--- src/rtl/stream_pkg.sv ---
// Helpers shared by the AXI-Stream adapters.
package stream_pkg;

  // Round a bit count up to a whole number of bytes.
  function automatic int byte_pad(input int bits);
    return ((bits + 7) / 8) * 8;
  endfunction

endpackage

--- src/rtl/stream_pe_dwc.sv ---
// Repacks AXI-Stream beats of IN_PE elements into beats of OUT_PE elements, element 0 in the LSBs and first in time.
// Latency 1 cycle in all modes; output_tvalid is registered and input_tready drops only when buffered data cannot drain.
module stream_pe_dwc
  import stream_pkg::*;
#(
  parameter int ELEM_WIDTH = 8,
  parameter int IN_PE      = 4,
  parameter int OUT_PE     = 2,
  localparam int IBITS     = byte_pad(IN_PE * ELEM_WIDTH),
  localparam int OBITS     = byte_pad(OUT_PE * ELEM_WIDTH)
) (
  input  logic             clk,
  input  logic             rst,
  output logic             input_tready,
  input  logic             input_tvalid,
  input  logic [IBITS-1:0] input_tdata,
  input  logic             output_tready,
  output logic             output_tvalid,
  output logic [OBITS-1:0] output_tdata
);

  localparam int R  = (IN_PE > OUT_PE) ? IN_PE / OUT_PE : OUT_PE / IN_PE;
  localparam int CW = (R > 1) ? $clog2(R) : 1;
  localparam int IW = IN_PE * ELEM_WIDTH;
  localparam int OW = OUT_PE * ELEM_WIDTH;

  typedef logic [IN_PE-1:0][ELEM_WIDTH-1:0]  in_elems_t;
  typedef logic [OUT_PE-1:0][ELEM_WIDTH-1:0] out_elems_t;

  in_elems_t  in_elems;
  out_elems_t out_elems;
  logic       in_fire;
  logic       unused_pad;

  if (ELEM_WIDTH < 1 || (IN_PE % OUT_PE != 0 && OUT_PE % IN_PE != 0)) begin : g_bad_cfg
    $error("stream_pe_dwc: IN_PE=%0d and OUT_PE=%0d must be integer multiples", IN_PE, OUT_PE);
  end

  assign in_elems     = input_tdata[IW-1:0];
  assign unused_pad   = ^input_tdata;
  assign in_fire      = input_tvalid && input_tready;
  assign output_tdata = OBITS'(out_elems);

  if (IN_PE > OUT_PE) begin : g_down
    in_elems_t     hold;
    logic          full;
    logic [CW-1:0] idx;
    logic          last;
    logic [IW-1:0] shifted;

    assign last          = (idx == CW'(R - 1));
    // The next beat may only enter while the final slice of the current one leaves.
    assign input_tready  = !rst && (!full || (output_tready && last));
    assign shifted       = hold >> (OW * int'(idx));
    assign out_elems     = shifted[OW-1:0];
    assign output_tvalid = full;

    always_ff @(posedge clk or posedge rst) begin
      if (rst) begin
        hold <= '0;
        full <= 1'b0;
        idx  <= '0;
      end else if (in_fire) begin
        hold <= in_elems;
        full <= 1'b1;
        idx  <= '0;
      end else if (full && output_tready) begin
        if (last) full <= 1'b0;
        else      idx  <= idx + 1'b1;
      end
    end

  end else if (OUT_PE > IN_PE) begin : g_up
    out_elems_t    acc;
    out_elems_t    acc_next;
    out_elems_t    oreg;
    logic          ovld;
    logic [CW-1:0] cnt;
    logic          last;
    logic [OW-1:0] lane_mask;
    logic [OW-1:0] lane_data;

    assign last          = (cnt == CW'(R - 1));
    // Only the completing beat needs the output register free.
    assign input_tready  = !rst && !(last && ovld && !output_tready);
    assign lane_mask     = OW'({IW{1'b1}}) << (IW * int'(cnt));
    assign lane_data     = OW'(in_elems) << (IW * int'(cnt));
    assign acc_next      = (acc & ~lane_mask) | lane_data;
    assign out_elems     = oreg;
    assign output_tvalid = ovld;

    always_ff @(posedge clk or posedge rst) begin
      if (rst) begin
        acc  <= '0;
        oreg <= '0;
        ovld <= 1'b0;
        cnt  <= '0;
      end else begin
        if (in_fire) begin
          acc <= acc_next;
          cnt <= last ? '0 : cnt + 1'b1;
        end
        if (in_fire && last) begin
          oreg <= acc_next;
          ovld <= 1'b1;
        end else if (output_tready) begin
          ovld <= 1'b0;
        end
      end
    end

  end else begin : g_equal
    out_elems_t oreg;
    logic       ovld;

    assign input_tready  = !rst && (!ovld || output_tready);
    assign out_elems     = oreg;
    assign output_tvalid = ovld;

    always_ff @(posedge clk or posedge rst) begin
      if (rst) begin
        oreg <= '0;
        ovld <= 1'b0;
      end else if (in_fire) begin
        oreg <= in_elems;
        ovld <= 1'b1;
      end else if (output_tready) begin
        ovld <= 1'b0;
      end
    end
  end

endmodule

--- config.mk ---
export PLATFORM = sky130hd
export DESIGN_NAME = stream_pe_dwc
export DESIGN_NICKNAME = d
export VERILOG_FILES = /design/src/rtl/stream_pkg.sv /design/src/rtl/stream_pe_dwc.sv
export SDC_FILE = /design/constraint.sdc
export NUM_CORES = 1
export LEC_CHECK = 0
export ABC_AREA = 1
export BUFFER_PORTS_ARGS = -buffer_cell sky130_fd_sc_hd__buf_2
export CORE_MARGIN = 5
export CORE_UTILIZATION = 45
export CTS_BUF_LIST = sky130_fd_sc_hd__clkbuf_16
export CTS_CLUSTER_DIAMETER = 50
export CTS_CLUSTER_SIZE = 20
export DETAILED_ROUTE_END_ITERATION = 12
export GPL_TIMING_DRIVEN = 1
export PLACE_DENSITY = 0.77
export SLEW_MARGIN = 20
export SYNTH_ARGS = -nofsm -noshare
export SYNTH_HDL_FRONTEND = slang
export SYNTH_SLANG_ARGS = --single-unit
--- constraint.sdc ---
create_clock -name clk -period 1.4 [get_ports clk]
set_input_delay 0.14 -clock clk [delete_from_list [all_inputs] [get_ports clk]]
set_output_delay 0.14 -clock clk [all_outputs]
set_load 0.02 [all_outputs]
==> flow_metrics.tcl <==
set metrics [dict create \
    grt_first_pass_wirelength_um 6650 \
    final_cell_area_um2 2130 \
    worst_skew_pair.late_latency_ps 280 \
    power_density_nw_per_um2 2290 \
    drive_above_1_share_pct 28.9 \
    p_sw_share_pct 41.6 \
    gpl.final_weighted_congestion 0.742 \
    synth_seq_area_share_pct 51.9 \
    worst_setup_hold_path_clk_slew_ps 50 \
    placed_cells_incl_taps 301 \
    critical-path-top-delay-family "flip-flops" \
    total_global_routing_overflow 0 \
    route.final.wire_length_um 4100 \
    yosys_register_bits 34 \
    critPathKind "flop to output port" \
    final-setup-viol-count 0 \
    area_of_the_die_um2 4950 \
    drc_violations_left 0 \
    leading_cell_types_in_the_layout_fill_and_taps_excluded "sky130_fd_sc_hd__nand2_1, sky130_fd_sc_hd__buf_2, sky130_fd_sc_hd__dfrtp_1" \
    critPathBufInv 3 \
    syn_avg_cell_area_um2 7.99 \
    cts.repair_timing.setup_buffer_count 0 \
    path_cells "inv_2, buf_6, nand2_1, nand2_1, buf_2" \
    drt_pre_antenna_iters 4 \
    status "completed" \
    r2r_setup_slack_ps 300 \
    critical_path.startpoint_type "flop" \
    worst_slew_margin_rel_pct 84.6 \
    drt_iter0_markers 69 \
    numPortBuffers 53 \
    critical_path_depth 5 \
    clkSinkCount 34 \
    globalRouteTotalUtil_pct 17.1 \
    placed_cell_area_um2 1950 \
    yosysUniqueCellTypes 14 \
    power.share.sequential_pct 34.9 \
    antenna_found_initial 1 \
    htreeDepth 2 \
    tritoncts.num_buffers 5 \
    timing.final.max_slew_violations 0 \
    timing.clock.skew_ps 4.54 \
    critPathMostFrequentCell "sky130_fd_sc_hd__nand2_1" \
    mostFrequentLayoutCell "sky130_fd_sc_hd__nand2_1" \
    pin_count_of_the_biggest_net_entering_global_routing 35 \
    internal_power_mw 2.84 \
    first_global_vias 1466 \
    die_w_um 70.3 \
    leakage_power_nw 1.22 \
    data_required_time_at_the_worst_endpoint_ps 1260 \
    netSwitchingPower_mw 2.02 \
    r2r_cells 5 \
    min_period_ps 1340 \
    crit_path_end_kind "output port" \
    final_cycle_utilization_of_the_critical_path_pct 95.6 \
    core_um2 3610 \
    pwr-share-comb_pct 44.2 \
    routed_via_density 5.09 \
    drt.antenna.violating_nets 0 \
    clock_network_fraction_of_design_power_pct 20.9 \
    finalHoldWorstSlack_ps 111 \
    crit_slowest_cell "sky130_fd_sc_hd__dfrtp_1" \
    fin_util_pct 59.0 \
    synth-warning-count 0 \
    synthToLayoutAreaGrowth_pct 29.9 \
    io_pins 54 \
    clock_path_buffers 2 \
    syn_nets 241 \
    cts-root-buf "sky130_fd_sc_hd__clkbuf_16" \
    vdd_ir_drop_max_mv 1.09 \
    start_util_pct 45.4 \
    tritoncts "done" \
    syn_area_um2 1640 \
    die-height_um 70.3 \
    worst-endpoint-arrival_ps 1200 \
    holdCritPathClass "primary input to flop" \
    stdcell_count 312 \
    worst-path-max-fanout 11 \
    finalHoldViolations 0 \
    rows 22 \
    max_cap_violations 0 \
    vias 1589 \
    max_clock_freq_mhz 748 \
    design.final.nets 298 \
    worst_slew_pin_slew_ps 231 \
    post-dp-hpwl_um 2740 \
    syn-instance-count 205 \
    routedWlPerCell_um 13.1 \
    crit_path_max_cell_delay_ps 410 \
    hold_depth 3 \
]
==> power by group through the flow <==
stage	clock, mW	combinational (mW)	sequential [mW]
finish	1.01	2.15	1.70
global route	1.08	2.42	1.75
CTS	1.03	2.13	1.69
detailed placement	0	2.12	1.70
global placement	0	2.08	1.69
floorplan	0	1.48	1.65
==> stage by stage <==
| stage | power (mW) | setup TNS (ps) | worst slack, ps |
|---|---|---|---|
| floorplan | 3.14 | 0 | 266 |
| global placement | 3.77 | 0 | 223 |
| detailed placement | 3.82 | 0 | 175 |
| CTS | 4.85 | 0 | 17.9 |
| global route | 5.25 | -1.44 | -1.44 |
| finish | 4.86 | 0 | 62.3 |
==> Yosys cell counts (all sizes together) <==
cell type  number  area, µm²
clkbuf          3       11.3
nand3           1       17.5
dfrtp          34        851
inv             2       7.50
buf            13       88.8
nand4          32        200
a21oi           1       5.00
nand2         118        453
clkinv          1       3.75
==> path summary, 6_finish.rpt <==
path,start,to
worst max-delay path,g_down.idx$_DFFE_PP0P_,output_tdata[1]
worst min-delay path,input_tdata[0],g_down.hold[0]$_DFFE_PP0P_
worst max register to register,g_down.idx$_DFFE_PP0P_,g_down.hold[6]$_DFFE_PP0P_
worst min register to register,g_down.hold[25]$_DFFE_PP0P_,g_down.hold[25]$_DFFE_PP0P_
max in group asynchronous,rst,output_tvalid$_DFFE_PP0P_
min in group asynchronous,rst,g_down.hold[28]$_DFFE_PP0P_
==> sequential cells by signal (all words and copies together), names as in the netlist <==
register       cells
g_down.hold       32
g_down.idx         1
output_tvalid      1
==> kinds of logic (layout without fill, tap and decap cells) <==
family	after synthesis	after routing	synth area share (%)
and+or+nand+nor	151	152	40.9
DFF	34	34	51.9
AOI/OAI and AO/OA	1	1	0.305
other	0	1	0
buffers and inverters	19	76	6.80
==> final cells by class <==
class | instances | area (µm²)
fill | 357 | 1480
sequential | 34 | 851
multi-input combinational | 153 | 693
timing repair buffer | 65 | 372
clock buffer | 5 | 125
tap | 48 | 60.1
clock inverter | 3 | 12.5
inverter | 3 | 11.3
antenna | 1 | 2.50
==> routing by layer <==
layer / global-route usage (%) / part of all wire (%) / vias up
li1: - / - / 788
met1: 19.9 / 40 / 741
met2: 27.4 / 51 / 50
met3: 5.76 / 6.9 / 10
met4: 9.15 / 2.4 / 0
met5: 0 / 0 / -
==> tightest hold or removal path, stage by stage <==
cell                      delay, ps
sky130_fd_sc_hd__buf_2           80
sky130_fd_sc_hd__nand4_1         70
sky130_fd_sc_hd__nand2_1         60
==> repair_timing <==
item / 4_1_cts / 5_1_grt
endpoints found under the hold margin: 17 / 0
hold buffers: 1 / 0
setup endpoints to repair: 0 / 37
gates resized for setup: 0 / 6
No activity file was read; power rests on OpenSTA's default activity.
